==> src/rtl/led_pattern_pkg.sv <==
// Shared mode encoding and start-pattern helper for the LED pattern generator.
package led_pattern_pkg;

    typedef logic [1:0] mode_t;

    localparam mode_t MODE_FILL  = 2'd0;
    localparam mode_t MODE_DOT   = 2'd1;
    localparam mode_t MODE_BLINK = 2'd2;
    localparam mode_t MODE_COUNT = 2'd3;

    // DOT starts with only the MSB lit; every other mode starts dark.
    function automatic logic [31:0] start_pattern(input mode_t mode, input int width);
        logic [31:0] pat;
        pat = '0;
        if (mode == MODE_DOT) begin
            pat = 32'd1 << (width - 1);
        end
        return pat;
    endfunction

endpackage

==> src/rtl/led_pattern_step.sv <==
// Combinational next-frame logic: one animation step of the selected mode.
module led_pattern_step
    import led_pattern_pkg::*;
#(
    parameter int WIDTH = 16
) (
    input  logic [1:0]       mode,
    input  logic             dir,
    input  logic [WIDTH-1:0] led,
    output logic [WIDTH-1:0] next_led,
    output logic             next_dir
);

    localparam logic [WIDTH-1:0] MSB = {1'b1, {(WIDTH-1){1'b0}}};

    always_comb begin
        next_led = led;
        next_dir = dir;
        case (mode)
            MODE_FILL: begin
                if (!dir) begin
                    if (&led) begin
                        next_dir = 1'b1;
                        next_led = led << 1;
                    end else begin
                        next_led = (led >> 1) | MSB;
                    end
                end else begin
                    if (led == '0) begin
                        next_dir = 1'b0;
                        next_led = MSB;
                    end else begin
                        next_led = led << 1;
                    end
                end
            end
            MODE_DOT: begin
                // A dark display cannot bounce; restart the dot from the MSB.
                if (led == '0) begin
                    next_dir = 1'b0;
                    next_led = MSB;
                end else if (!dir) begin
                    if (led[0]) begin
                        next_dir = 1'b1;
                        next_led = led << 1;
                    end else begin
                        next_led = led >> 1;
                    end
                end else begin
                    if (led[WIDTH-1]) begin
                        next_dir = 1'b0;
                        next_led = led >> 1;
                    end else begin
                        next_led = led << 1;
                    end
                end
            end
            MODE_BLINK: begin
                next_led = ~led;
            end
            MODE_COUNT: begin
                next_led = led + WIDTH'(1);
                next_dir = 1'b0;
            end
            default: begin
                next_led = led;
                next_dir = dir;
            end
        endcase
    end

endmodule

==> src/rtl/led_pattern_gen.sv <==
// Frame generator between the frame counter and the LED output register:
// holds mode/frame/direction state and flags the end of each animation period.
module led_pattern_gen
    import led_pattern_pkg::*;
#(
    parameter int WIDTH    = 16,
    parameter int RST_MODE = 0
) (
    input  logic             clk,
    input  logic             rst,
    input  logic             fc,
    input  logic             en,
    input  logic [1:0]       mode,
    output logic [WIDTH-1:0] led,
    output logic             period_done
);

    localparam mode_t            RST_MODE_M = mode_t'(RST_MODE);
    localparam logic [WIDTH-1:0] RST_LED    = WIDTH'(start_pattern(RST_MODE_M, WIDTH));

    logic [1:0]       mode_q, mode_d;
    logic [WIDTH-1:0] led_q, led_d;
    logic             dir_q, dir_d;
    logic             pd_q, pd_d;

    logic [WIDTH-1:0] step_led;
    logic             step_dir;
    logic [WIDTH-1:0] start_new;
    logic [WIDTH-1:0] start_cur;

    led_pattern_step #(
        .WIDTH(WIDTH)
    ) u_step (
        .mode    (mode_q),
        .dir     (dir_q),
        .led     (led_q),
        .next_led(step_led),
        .next_dir(step_dir)
    );

    assign start_new = WIDTH'(start_pattern(mode, WIDTH));
    assign start_cur = WIDTH'(start_pattern(mode_q, WIDTH));

    // A mode change outranks a step, so fc in the same cycle is dropped.
    always_comb begin
        mode_d = mode_q;
        led_d  = led_q;
        dir_d  = dir_q;
        pd_d   = 1'b0;
        if (mode != mode_q) begin
            mode_d = mode;
            led_d  = start_new;
            dir_d  = 1'b0;
        end else if (en && fc) begin
            led_d = step_led;
            dir_d = step_dir;
            pd_d  = (step_led == start_cur);
        end
    end

    always_ff @(posedge clk or posedge rst) begin
        if (rst) begin
            mode_q <= RST_MODE_M;
            led_q  <= RST_LED;
            dir_q  <= 1'b0;
            pd_q   <= 1'b0;
        end else begin
            mode_q <= mode_d;
            led_q  <= led_d;
            dir_q  <= dir_d;
            pd_q   <= pd_d;
        end
    end

    assign led         = led_q;
    assign period_done = pd_q;

endmodule

==> config.mk <==
export PLATFORM = sky130hd
export DESIGN_NAME = led_pattern_gen
export DESIGN_NICKNAME = d
export VERILOG_FILES = /design/src/rtl/led_pattern_pkg.sv /design/src/rtl/led_pattern_step.sv /design/src/rtl/led_pattern_gen.sv
export SDC_FILE = /design/constraint.sdc
export NUM_CORES = 1
export LEC_CHECK = 0
export ABC_CLOCK_PERIOD_IN_PS = 4900
export CAP_MARGIN = 20
export CORE_ASPECT_RATIO = 0.7
export CORE_UTILIZATION = 45
export CTS_CLUSTER_DIAMETER = 60
export DETAILED_ROUTE_END_ITERATION = 10
export PLACE_DENSITY = 0.66
export SLEW_MARGIN = 5
export SYNTH_ARGS = -nofsm -noshare
export SYNTH_HDL_FRONTEND = slang
export SYNTH_SLANG_ARGS = --single-unit
==> constraint.sdc <==
create_clock -name clk -period 4.9 [get_ports clk]
set_clock_uncertainty 0.2 [all_clocks]
set_input_delay 0.49 -clock clk [delete_from_list [all_inputs] [get_ports clk]]
set_output_delay 0.49 -clock clk [all_outputs]
set_load 0.01 [all_outputs]
After elaboration in Yosys (flattened, before gate mapping)
Index checks and enable logic that the tools add are counted.
{"block": "totals", "ff_bits": 20, "latchBits": 0, "ramBits": 0, "rom_bits": 0, "in_bits": 6, "out_inout_bits": 17, "elab_cells": 43, "mem_count": 0}
{"block": "classes", "add_sub_neg": 1, "mul": 0, "n_div": 0, "n_lt_le_gt_ge": 0, "eq_ne": 6, "shifts": 0, "mux": 24, "bitwise_logic": 1, "n_reduce_logical": 7}
{"op": "$mux W16", "count": 11}
{"op": "$pmux W16 S4", "count": 1}
{"op": "$add A16 B1 Y16 const B", "count": 1}
{"op": "$eq A16 B16 Y1", "count": 1}
{"op": "$logic_not A16 Y1", "count": 1}
{"op": "$not A16 Y16", "count": 1}
{"op": "$reduce_and A16 Y1", "count": 1}
{"op": "$mux W1", "count": 11}
{"op": "$eq A2 B1 Y1 const B", "count": 2}
{"op": "$eq A2 B2 Y1 const B", "count": 2}
{"op": "$reduce_bool A4 Y1", "count": 1}
{"op": "$pmux W1 S3", "count": 1}
{"op": "$logic_not A2 Y1", "count": 1}
{"op": "$ne A2 B2 Y1", "count": 1}
{"op": "$reduce_and A2 Y1", "count": 1}
{"op": "$reduce_bool A2 Y1", "count": 1}
{"op": "$logic_and A1 B1 Y1", "count": 1}

Logic depth before layout (Yosys ltp)
Gate-level depths: netlist of the first run.
{"block": "depth", "word_depth": 7, "mapped_depth": 11, "depth_no_buf": 9}

By module
From an unflattened synthesis of the first run, not the netlist that was laid out.
{"block": "hier_totals", "hier_cells": 261, "area_unflattened_um2": 2026.9}
{"mod": "led_pattern_step", "n_inst": 1, "cells_per_inst": 168, "area_per_inst_um2": 1147.4, "seq_area_each_um2": 0.0}
{"mod": "led_pattern_gen", "n_inst": 1, "cells_per_inst": 93, "area_per_inst_um2": 879.6, "seq_area_each_um2": 500.5}

Worst setup path after synthesis of the first run
Ideal clock, no wire load.
{"block": "synth_path", "path_kind": "register -> register", "start": "reg led_q[1], in the netlist led[1]", "end": "reg pd_q, in the netlist period_done", "setup_time_ns": 0.068, "arrival_ns": 2.254, "slack_ns": 2.378, "stages_incl_launch_ff": 12, "period_less_slack_ns": 2.522, "path_cell_list": "dfrtp_1 > clkbuf_1 > inv_1 > ha_1 > nor3b_1 > a41o_2 > buf_4 > a21oi_1 > o31ai_1 > nand2_1 > nor4_1 > and4_1"}
{"block": "synth_between", "elab_chain_len": 7, "word_cells_on_any_way": 15}
{"item": "from (decl)", "line": "led_pattern_gen.sv:22", "rtl": "logic [WIDTH-1:0] led_q, led_d;"}
{"item": "from (signal assigned)", "line": "led_pattern_gen.sv:69", "rtl": "led_q <= led_d;"}
{"item": "branches (longest 3 deep; another with $add A16 B1 Y16)"}
{"item": "$pmux W16 S4 *", "line": "led_pattern_step.sv:19", "rtl": "case (mode)"}
{"item": "$eq A16 B16 Y1 *", "line": "led_pattern_gen.sv:57", "rtl": "pd_d = (step_led == start_cur);"}
{"item": "$mux W1 *", "line": "led_pattern_gen.sv:54", "rtl": "end else if (en && fc) begin"}
{"item": "$mux W1 *", "line": "led_pattern_gen.sv:50", "rtl": "if (mode != mode_q) begin"}
{"item": "named net pd_d", "line": "led_pattern_gen.sv:24", "rtl": "logic pd_q, pd_d;"}
{"item": "to (signal assigned)", "line": "led_pattern_gen.sv:71", "rtl": "pd_q <= pd_d;"}
{"item": "to (decl)", "line": "led_pattern_gen.sv:24"}
Mark *: on every way through the listed nets, which the timed path passes.
A chain may end at the register's enable or synchronous reset.

Worst setup path after layout of the first run
{"block": "layout_path", "start": "reg led_q[0], in the netlist led[0]", "end": "reg pd_q, in the netlist period_done"}
The elaborated chain is that of the path after synthesis.

==> tab_implementation.tex, run 1 <==
\begin{tabular}{lr}
\hline
Metric & Value \\
\hline
\multicolumn{2}{l}{\textbf{Status}} \\
\quad Outcome & finished clean \\
\multicolumn{2}{l}{\textbf{Route}} \\
\quad Wirelength, routed & approximately 7100 µm \\
\quad Number of nets with antenna violations after detailed routing & 0 \\
\quad Via count & roughly 2400 \\
\quad Pre-antenna DRT Iters & 5 \\
\quad Vias/cell & 6.49 \\
\quad WL per Instance & roughly 19 µm \\
\quad Number of remaining DRC errors & 0 \\
\quad Number of DRC markers after the initial detailed-route iteration & $\sim$340 \\
\multicolumn{2}{l}{\textbf{STA}} \\
\quad Final number of hold-violating endpoints & 0 \\
\quad Final setup viols & 0 \\
\quad Least-Margin Pin Slew & between 700 and 800 ps \\
\quad Final critical-path setup slack & about 1800 ps \\
\quad Max-slew violation count & 0 \\
\quad Hold WS & around 460 ps \\
\quad Summed negative setup slack over all endpoints & 0 ps \\
\quad Period utilisation layout & 0.641 \\
\quad Period minus WS final & roughly 3100 ps \\
\quad Remaining max-slew budget at the tightest pin & 0.467 \\
\quad Unrepaired setup endpoints after global routing & no \\
\quad Max frequency & between 300 and 400 MHz \\
\multicolumn{2}{l}{\textbf{Synth}} \\
\quad Top cell type's share of synthesized area & 0.222 \\
\quad Most numerous cell in the Yosys netlist & sky130\_fd\_sc\_hd\_\_nand2\_1 \\
\quad Instance count of the mapped netlist & about 300 \\
\quad Sequential fraction of the synthesis area & 0.222 \\
\quad Number of distinct library cell variants in the gate-level netlist after synthesis & 55 \\
\quad Cell area after synthesis & around 2300 µm² \\
\quad Top cells by count, synth & sky130\_fd\_sc\_hd\_\_nand2\_1, sky130\_fd\_sc\_hd\_\_a21oi\_1, sky130\_fd\_sc\_hd\_\_nor2\_1 \\
\quad Leading post-synthesis cells by cell area & sky130\_fd\_sc\_hd\_\_dfrtp\_1, sky130\_fd\_sc\_hd\_\_a21oi\_1, sky130\_fd\_sc\_hd\_\_nand2\_1 \\
\quad Flip-flop and latch count after synthesis & 20 \\
\quad EDFF count, synth & 0 \\
\quad Number of nets produced by synthesis & 321 \\
\quad Cell accounting for the most synthesized area & sky130\_fd\_sc\_hd\_\_dfrtp\_1 \\
\quad Yosys synthesis warning count & 0 \\
\quad Average instance area after synthesis & 7.33 µm² \\
\quad Async set or reset register ratio after synthesis & 1.00 \\
\quad Top\_reg\_cell synth & sky130\_fd\_sc\_hd\_\_dfrtp\_1 \\
\multicolumn{2}{l}{\textbf{Worst setup path}} \\
\quad Category of the most critical setup path & reg2reg \\
\quad Arr. time, crit path & between 3000 and 4000 ps \\
\quad Number of buffers and inverters on the critical path & 0 \\
\quad Largest fanout of any net on the critical path & 14 \\
\quad Cell at the slowest stage of the critical path & sky130\_fd\_sc\_hd\_\_dfrtp\_1 \\
\quad Kind of start point of the critical path & flop \\
\quad Highest cell delay on the worst timing path & 590 ps \\
\quad Chain of cells forming the critical path & ha\_1 -> nand3\_2 -> nor4\_4 -> a31oi\_4 -> a21oi\_1 -> nor2\_1 -> nor4b\_1 -> and4\_1 \\
\quad Worst path required time & 4920 ps \\
\quad Family with the most delay on the worst path & simple AND/OR/NAND/NOR gates \\
\quad Critical path capture point type & flop \\
\multicolumn{2}{l}{\textbf{Clocking}} \\
\quad TritonCTS buffer count & 3 \\
\quad Number of post-CTS setup repair buffers & 0 \\
\quad Clock tree from TritonCTS & built \\
\quad Clock-pin slew on the worst setup and hold paths & approximately 90 ps \\
\quad TritonCTS Sinks & 20 \\
\quad Clock tree root driver cell & sky130\_fd\_sc\_hd\_\_clkbuf\_8 \\
\quad CTS Hold Buffers Added & 0 \\
\quad Longest Clk Path Bufs & 2 \\
\quad Worst skew pair latency & around 270 ps \\
\quad CTS resizes & 0 \\
\quad Number of levels in the clock H-tree & 1 \\
\multicolumn{2}{l}{\textbf{Final layout}} \\
\quad Signed area change from the synthesized netlist to the final layout & 11.2\% \\
\quad Final layout net count & 319 \\
\quad Ratio of cells with drive above 1 in the final layout & 0.0721 \\
\quad Final Instance Area & 2510 µm² \\
\quad Final Util & 0.522 \\
\quad Count of non-filler cells in the finished layout & around 370 \\
\quad Antenna diode count & 0 \\
\quad Fill cell total of the finished layout & 461 \\
\multicolumn{2}{l}{\textbf{Placed design}} \\
\quad Count of buffers from port buffering & 22 \\
\quad HPWL after detailed placement & between 4000 and 5000 µm \\
\quad Count of placed standard cells including taps & 370 \\
\quad Setup slack after placement & 1880 ps \\
\quad Placed cell areas & approximately 2400 µm² \\
\quad Gpl congestion & 0.955 \\
\multicolumn{2}{l}{\textbf{Power}} \\
\quad P per Cell Area & slightly below 200 nW/µm² \\
\quad Leakage dissipation & 0.914 nW \\
\quad Total power consumption of the routed design & 488 µW \\
\quad Worst voltage drop across the vdd grid & between 0.00015 and 0.0002 V \\
\multicolumn{2}{l}{\textbf{GRT}} \\
\quad Total routing usage reported by global routing & 0.285 \\
\quad Gr ovfl total & 0 \\
\quad Antenna violations before repair & 0 \\
\quad Number of global-route vias before repair & $\sim$2100 \\
\quad Maximum number of pins on one net before global-route repair & 29 \\
\quad Global-route wire length before repair & 11500 µm \\
\multicolumn{2}{l}{\textbf{Die}} \\
\quad Number of cell rows & 21 \\
\quad Die area & approximately 5300 µm² \\
\quad Initial standard-cell utilization of the core & 0.470 \\
\quad CORE AREA & 4810 µm² \\
\quad Die boundary width & $\sim$87 µm \\
\quad Height of the die & 61.3 µm \\
\quad I/O Pins & 23 \\
\multicolumn{2}{l}{\textbf{Job}} \\
\quad Max Cap Viol & 0 \\
\multicolumn{2}{l}{\textbf{Worst hold path}} \\
\quad Hold Crit Class & in2async \\
\hline
\end{tabular}
-- path summary, 6_finish.rpt --
check / startpoint / cells past startpoint / to / slack [ps]
min: rst / 2 / dir_q / 460
max reg2reg: led[0] / 8 / period_done / 1760
max: led[0] / 8 / period_done / 1760
min reg2reg: led[1] / 2 / led[1] / 530
max in group asynchronous: rst / 2 / led[7] / 3530
min in group clk: led[1] / 2 / led[1] / 530
-- cell usage in the layout (no fill, tap or decap), drive strengths merged, types with 5 or more instances in the layout --
master / Yosys / routed
a21oi: 35 / 35
a31oi: 6 / 6
clkdlybuf4s50: 0 / 22
dfrtp: 20 / 20
ha: 7 / 7
inv: 12 / 12
mux2i: 16 / 16
nand2: 44 / 44
nand3: 15 / 15
nand4: 5 / 5
nor2: 27 / 27
nor3: 6 / 6
nor4: 7 / 7
o21ai: 9 / 9
o22ai: 5 / 5
xnor2: 5 / 5
-- metal layers --
metal / global-route usage / vias to the layer above / share of wire / wire length, µm
met1: 0.413 / 1143 / 0.44 / 3140
met3: 0.109 / 10 / 0.14 / 964
met4: 0.0452 / 0 / 0.010 / 72
met2: 0.407 / 169 / 0.41 / 2950
met5: 0 / - / 0 / 0
li1: - / 1107 / - / -
-- sequential cells by signal (all words and copies together) (netlist names) --
signal and flops:
led 16, period_done 1, mode_q 2, dir_q 1
-- where the power goes --
group / leakage [nW] / internal (mW) / total, mW / switching [mW]
clock network: 0.0357 / 0.109 / 0.174 / 0.0650
logic: 0.606 / 0.0502 / 0.124 / 0.0742
registers: 0.272 / 0.170 / 0.189 / 0.0194
-- layout make-up --
class	count	area, µm²	share of cell area
multi-input combinational	244	1570	0.623
sequential	20	500	0.199
timing repair buffer	25	243	0.0967
tap	69	86.3	0.0344
inverter	12	45.0	0.0179
clock buffer	3	41.3	0.0164
clock inverter	1	30.0	0.0120
-- logic make-up (layout without fill, tap and decap cells) --
group	after synthesis	in the layout	synth area share
simple gates	123	123	0.278
compound gates	90	90	0.271
buf+inv	44	41	0.0853
flops	20	20	0.222
mux	17	17	0.0776
fa+ha+maj	7	7	0.0388
xor+xnor	7	7	0.0271
Note: power is estimated with default switching activity, not from simulation.
==> run 2: changes to the inputs <==
--- a/config.mk
+++ b/config.mk
@@ -5,7 +5,7 @@
 export SDC_FILE = /design/constraint.sdc
 export NUM_CORES = 1
 export LEC_CHECK = 0
-export ABC_CLOCK_PERIOD_IN_PS = 4900
+export ABC_CLOCK_PERIOD_IN_PS = 2900
 export CAP_MARGIN = 20
 export CORE_ASPECT_RATIO = 0.7
 export CORE_UTILIZATION = 45
==> constraint.sdc (replaced) <==
create_clock -name clk -period 2.9 [get_ports clk]
set_clock_uncertainty 0.2 [all_clocks]
set_input_delay 0.29 -clock clk [delete_from_list [all_inputs] [get_ports clk]]
set_output_delay 0.29 -clock clk [all_outputs]
set_load 0.01 [all_outputs]
==> tab_implementation.tex, run 2 (synthesis gave the netlist of run 1 again) <==
\begin{tabular}{lr}
\hline
Metric & Value \\
\hline
\multicolumn{2}{l}{\textbf{Placed design}} \\
\quad Placed cell areas & 2670 µm² (was 2440 µm²) \\
\quad Count of buffers from port buffering & 22 (unchanged) \\
\quad HPWL after detailed placement & 5770 µm (was 4890 µm) \\
\quad Setup slack after placement & 164 ps (was 1880 ps) \\
\quad Count of placed standard cells including taps & 400 (was 370) \\
\quad Gpl congestion & 0.954 (was 0.955) \\
\multicolumn{2}{l}{\textbf{Worst setup path}} \\
\quad Largest fanout of any net on the critical path & 7 (was 14) \\
\quad Arr. time, crit path & 2780 ps (was 3160 ps) \\
\quad Worst path required time & 2900 ps (was 4920 ps) \\
\quad Critical path capture point type & flop (unchanged) \\
\quad Category of the most critical setup path & reg2reg (unchanged) \\
\quad Register-to-register setup slack & 120 ps (was 1760 ps) \\
\quad Chain of cells forming the critical path & inv\_1 -> ha\_1 -> nor3b\_1 -> a41o\_2 -> a21oi\_1 -> o41ai\_2 -> o311ai\_0 -> nor4\_1 -> and4\_1 (was ha\_1 -> nand3\_2 -> nor4\_4 -> a31oi\_4 -> a21oi\_1 -> nor2\_1 -> nor4b\_1 -> and4\_1) \\
\quad Cell at the slowest stage of the critical path & sky130\_fd\_sc\_hd\_\_dfrtp\_1 (unchanged) \\
\quad Highest cell delay on the worst timing path & 470 ps (was 590 ps) \\
\quad Family with the most delay on the worst path & compound AO/OA/AOI/OAI gates (was simple AND/OR/NAND/NOR gates) \\
\quad Number of buffers and inverters on the critical path & 1 (was 0) \\
\quad Kind of start point of the critical path & flop (unchanged) \\
\multicolumn{2}{l}{\textbf{Final layout}} \\
\quad Number of flip-flops in the largest register & 16 (unchanged) \\
\quad Final Instance Area & 2740 µm² (was 2510 µm²) \\
\quad Final Util & 0.570 (was 0.522) \\
\quad Count of non-filler cells in the finished layout & 404 (was 374) \\
\quad Final layout net count & 349 (was 319) \\
\quad Fill cell total of the finished layout & 464 (was 461) \\
\quad Highest-count cells in the layout ignoring fill and taps & sky130\_fd\_sc\_hd\_\_nand2\_1, sky130\_fd\_sc\_hd\_\_a21oi\_1, sky130\_fd\_sc\_hd\_\_buf\_4 (was sky130\_fd\_sc\_hd\_\_nand2\_1, sky130\_fd\_sc\_hd\_\_a21oi\_1, sky130\_fd\_sc\_hd\_\_nor2\_1) \\
\quad Commonest non-fill, non-tap cell in the layout & sky130\_fd\_sc\_hd\_\_nand2\_1 (unchanged) \\
\quad Signed area change from the synthesized netlist to the final layout & 21.4\% (was 11.2\%) \\
\quad Antenna diode count & 0 (unchanged) \\
\quad Ratio of cells with drive above 1 in the final layout & 0.158 (was 0.0721) \\
\multicolumn{2}{l}{\textbf{STA}} \\
\quad Final setup viols & 0 (unchanged) \\
\quad Period utilisation layout & 0.957 (was 0.641) \\
\quad Period minus WS final & 2780 ps (was 3140 ps) \\
\quad Least-Margin Pin Slew & 813 ps (was 799 ps) \\
\quad Unrepaired setup endpoints after global routing & no (unchanged) \\
\quad Final number of hold-violating endpoints & 0 (unchanged) \\
\quad Final critical-path setup slack & 124 ps (was 1760 ps) \\
\quad Summed negative setup slack over all endpoints & 0 ps (unchanged) \\
\quad Max frequency & 360 MHz (was 318 MHz) \\
\quad Hold WS & 270 ps (was 459 ps) \\
\quad Max-slew violation count & 0 (unchanged) \\
\quad Remaining max-slew budget at the tightest pin & 0.457 (was 0.467) \\
\multicolumn{2}{l}{\textbf{Power}} \\
\quad Total power consumption of the routed design & 857 µW (was 488 µW) \\
\quad Leakage dissipation & 1.07 nW (was 0.914 nW) \\
\quad Worst voltage drop across the vdd grid & 0.000295 V (was 0.000167 V) \\
\quad P per Cell Area & 313 nW/µm² (was 194 nW/µm²) \\
\multicolumn{2}{l}{\textbf{Worst hold path}} \\
\quad Hold Crit Class & in2async (unchanged) \\
\multicolumn{2}{l}{\textbf{Route}} \\
\quad Wirelength, routed & 7630 µm (was 7130 µm) \\
\quad Pre-antenna DRT Iters & 5 (unchanged) \\
\quad Number of DRC markers after the initial detailed-route iteration & 293 (was 339) \\
\quad WL per Instance & 18.9 µm (was 19.1 µm) \\
\quad Number of nets with antenna violations after detailed routing & 0 (unchanged) \\
\quad Vias/cell & 6.34 (was 6.49) \\
\quad Number of remaining DRC errors & 0 (unchanged) \\
\quad Via count & 2561 (was 2429) \\
\multicolumn{2}{l}{\textbf{Clocking}} \\
\quad CTS resizes & 0 (unchanged) \\
\quad Clock tree root driver cell & sky130\_fd\_sc\_hd\_\_clkbuf\_8 (unchanged) \\
\quad Number of post-CTS setup repair buffers & 0 (unchanged) \\
\quad TritonCTS buffer count & 3 (unchanged) \\
\quad Worst skew pair latency & 270 ps (about the same) \\
\quad CTS Hold Buffers Added & 0 (unchanged) \\
\quad TritonCTS Sinks & 20 (unchanged) \\
\quad Number of levels in the clock H-tree & 1 (unchanged) \\
\quad Longest Clk Path Bufs & 2 (unchanged) \\
\quad Clock-pin slew on the worst setup and hold paths & 90 ps (about the same) \\
\quad Clock tree from TritonCTS & built (unchanged) \\
\multicolumn{2}{l}{\textbf{Die}} \\
\quad CORE AREA & 4810 µm² (unchanged) \\
\quad Initial standard-cell utilization of the core & 0.470 (unchanged) \\
\quad Number of cell rows & 21 (unchanged) \\
\quad Die boundary width & 86.7 µm (unchanged) \\
\quad Die area & 5310 µm² (unchanged) \\
\quad I/O Pins & 23 (unchanged) \\
\quad Height of the die & 61.3 µm (unchanged) \\
\multicolumn{2}{l}{\textbf{Job}} \\
\quad Max Cap Viol & 0 (unchanged) \\
\multicolumn{2}{l}{\textbf{Status}} \\
\quad Outcome & finished clean (unchanged) \\
\multicolumn{2}{l}{\textbf{GRT}} \\
\quad Maximum number of pins on one net before global-route repair & 21 (was 29) \\
\quad Antenna violations before repair & 0 (unchanged) \\
\quad Number of global-route vias before repair & 2226 (was 2146) \\
\quad Global-route wire length before repair & 12400 µm (was 11500 µm) \\
\quad Total routing usage reported by global routing & 0.312 (was 0.285) \\
\quad Gr ovfl total & 0 (unchanged) \\
\hline
\end{tabular}
==> run 2: cell count changes in the layout (fill, tap and decap cells not counted) <==
cell | before | now
sky130_fd_sc_hd__buf_4 | 3 | 33
sky130_fd_sc_hd__o31ai_1 | 2 | 1
sky130_fd_sc_hd__o31ai_2 | 0 | 1
==> run 2: per-layer routing <==
metal | share of wire | GRT usage | vias to the layer above
li1 | - | - | 1175
met1 | 0.46 | 0.469 | 1167
met2 | 0.39 | 0.431 | 196
met3 | 0.13 | 0.0858 | 23
met4 | 0.021 | 0.0881 | 0
met5 | 0 | 0 | -
==> run 2: layout make-up <==
class | instances | area (µm²) | share of cell area
Sequential cell | 20 | 500 | 0.183
Clock inverter | 1 | 30.0 | 0.0110
Clock buffer | 3 | 41.3 | 0.0151
Timing Repair Buffer | 55 | 468 | 0.171
Tap cell | 69 | 86.3 | 0.0315
Inverter | 12 | 45.0 | 0.0164
Multi-Input combinational cell | 244 | 1570 | 0.573
==> run 2: where the power goes <==
group | switching, mW | internal [mW] | total [mW] | leakage [nW]
combinational | 0.157 | 0.110 | 0.267 | 0.762
sequential | 0.0131 | 0.287 | 0.300 | 0.272
clock | 0.105 | 0.184 | 0.289 | 0.0357
total | 0.275 | 0.582 | 0.857 | 1.07
==> run 2: final timing paths <==
path | start | end | cells after the start
min | rst | mode_q[0] | 2
max reg2reg | led[1] | period_done | 9
min in group clk | mode[1] | mode_q[1] | 1
max in group asynchronous | rst | period_done | 2
min reg2reg | led[7] | led[7] | 2
max | led[1] | period_done | 9
==> patch, RTL diff (config.mk and constraints of run 2) <==
`RST_MODE`: 0 -> 1.
--- a/src/rtl/led_pattern_gen.sv
+++ b/src/rtl/led_pattern_gen.sv
@@ -5,5 +5,5 @@
 #(
     parameter int WIDTH    = 16,
-    parameter int RST_MODE = 0
+    parameter int RST_MODE = 1
 ) (
     input  logic             clk,
Function: changed (Yosys sat finds a counterexample within 4 cycles, from zero or initial values and one cycle with rst high).
==> patch against run 2 <==
  * Critical path depth is the same
  * Worst setup slack gained 0.084 ns
  * Synthesized cell count is the same
  * Final area shrank 2.1%
  * Maximum frequency grew 3.1%
  * Wire length grew 1.1%
  * Power shrank 11%
  * Hold slack gained 0.019 ns
  * Die area grew 0.11%
  * Non-clock buffer count shrank 4
  * Synthesized area grew 0.11%
  * Sequential cell count is the same
  * Largest power group unchanged
==> patch: results <==
group,metric,value,unit
status,status,"complete, no violations",
placed_design,portBuffers,22,
grt,grt_pass1_wl,12300,µm
clock_network,ctsResizeCount,0,
layout,nNetsFinal,345,
logic_synthesis,netlist_top_cells_area,"dfrtp_1 20%, a21oi_1 7.7%, nand2_1 7.3%, mux2i_1 7.1%, nor2_1 4.3%",
setup_path,cp_slowest_cell,"dfrtp_1",
logic_synthesis,seq_area_frac_synth,0.222,
detailed_routing,num_vias,2506,
detailed_routing,wl_met3,1020,µm
timing,final_max_slew_viol_count,0,
detailed_routing,wl_met1,3440,µm
placed_design,gp_congestion,1.00,
detailed_routing,dr_wl_met2,3180,µm
setup_path,cp.arrival,2.70,ns
placed_design,dpl-instance-area,2640,µm²
layout,drive_gt1_frac,0.148,
placed_design,dp_hpwl,5770,µm
worst_hold_path,hp-class,"input port to async pin",
power,peakVddDrop,0.192,mV
logic_synthesis,yosys_warnings,0,
timing,worstMarginPinSlew,0.850,ns
grt,globalRouteTotalUtil,0.313,
detailed_routing,wl_per_cell,19.3,µm
logic_synthesis,synth_nets,321,
layout,largest_reg_flops,16,
detailed_routing,routed.top_layer,"met4",
detailed_routing,drt_iter0_markers,295,
logic_synthesis,async_reset_ff_frac,1.00,
logic_synthesis,synth_commonest_cells,"44 x nand2_1, 35 x a21oi_1, 26 x nor2_1",
power,leakage,1.03,nW
clock_network,clkTransAtPathRegs,0.08,ns
grt,grt_pass1_vias,2235,
placed_design,dp_slack,0.158,ns
logic_synthesis,synth_cell_types,56,
==> patch: changes by cell type after synthesis, sizes merged <==
cell,change
dfstp,+2
dfrtp,-2
==> patch: per-stage QoR <==
| step | hold slack [ns] | std cells | utilization |
|---|---|---|---|
| 2_1_floorplan | 0.0523 | 308 | - |
| 3_3_place_gp | 0.417 | 396 | 0.549 |
| 3_5_place_dp | 0.426 | 396 | 0.549 |
| 4_1_cts | 0.302 | 400 | 0.558 |
| 5_1_grt | 0.309 | 400 | 0.558 |
| 6_report | 0.289 | 400 | 0.558 |
==> patch: area by class of cell <==
cell class	instances	area [µm²]
inverter	12	45.0
fill	481	2130
tap	69	86.3
multi-input combinational	244	1570
sequential	20	503
timing repair buffer	51	438
clock buffer	4	45.0
==> patch: worst paths after layout <==
| check | cells after the start | end | start | slack [ns] |
|---|---|---|---|---|
| setup reg to reg | 9 | period_done | led[1] | 0.21 |
| hold reg to reg | 2 | led[2] | led[2] | 0.45 |
| max in group asynchronous | 2 | led[7] | rst | 1.68 |
| hold / removal | 2 | led[14] | rst | 0.29 |
| setup / recovery | 9 | period_done | led[1] | 0.21 |
| min in group clk | 1 | mode_q[0] | mode[0] | 0.31 |
==> patch: cell families (layout without fill, tap and decap cells) <==
family	after synthesis	in the layout	synth area share
multiplexers	17	17	0.0775
adder cells (fa/ha/maj)	7	7	0.0387
buffers and inverters	44	67	0.0852
XOR/XNOR	7	7	0.0271
AO/OA/AOI/OAI	90	90	0.271
flip-flops	20	20	0.222
AND/OR/NAND/NOR	123	123	0.278
==> patch: per-layer routing <==
| layer | GRT usage | vias up |
|---|---|---|
| met3 | 0.0657 | 14 |
| met1 | 0.467 | 1160 |
| met4 | 0.0690 | 0 |
| li1 | - | 1167 |
| met2 | 0.464 | 165 |
| met5 | 0 | - |
==> patch: critical path, delay by kind of cell, from the launching register on <==
family	cells	cell delay, ns
adders and majority gates	1	0.16
AOI/OAI and AO/OA	4	0.98
DFF	1	0.46
buffers and inverters	1	0.16
and+or+nand+nor	3	0.65
==> patch: power breakdown <==
| part | internal [mW] | leakage, nW | total (mW) | switching (mW) |
|---|---|---|---|---|
| registers | 0.289 | 0.268 | 0.313 | 0.0234 |
| logic | 0.105 | 0.739 | 0.252 | 0.147 |
| clock network | 0.0981 | 0.0228 | 0.199 | 0.101 |
| total | 0.492 | 1.03 | 0.763 | 0.271 |
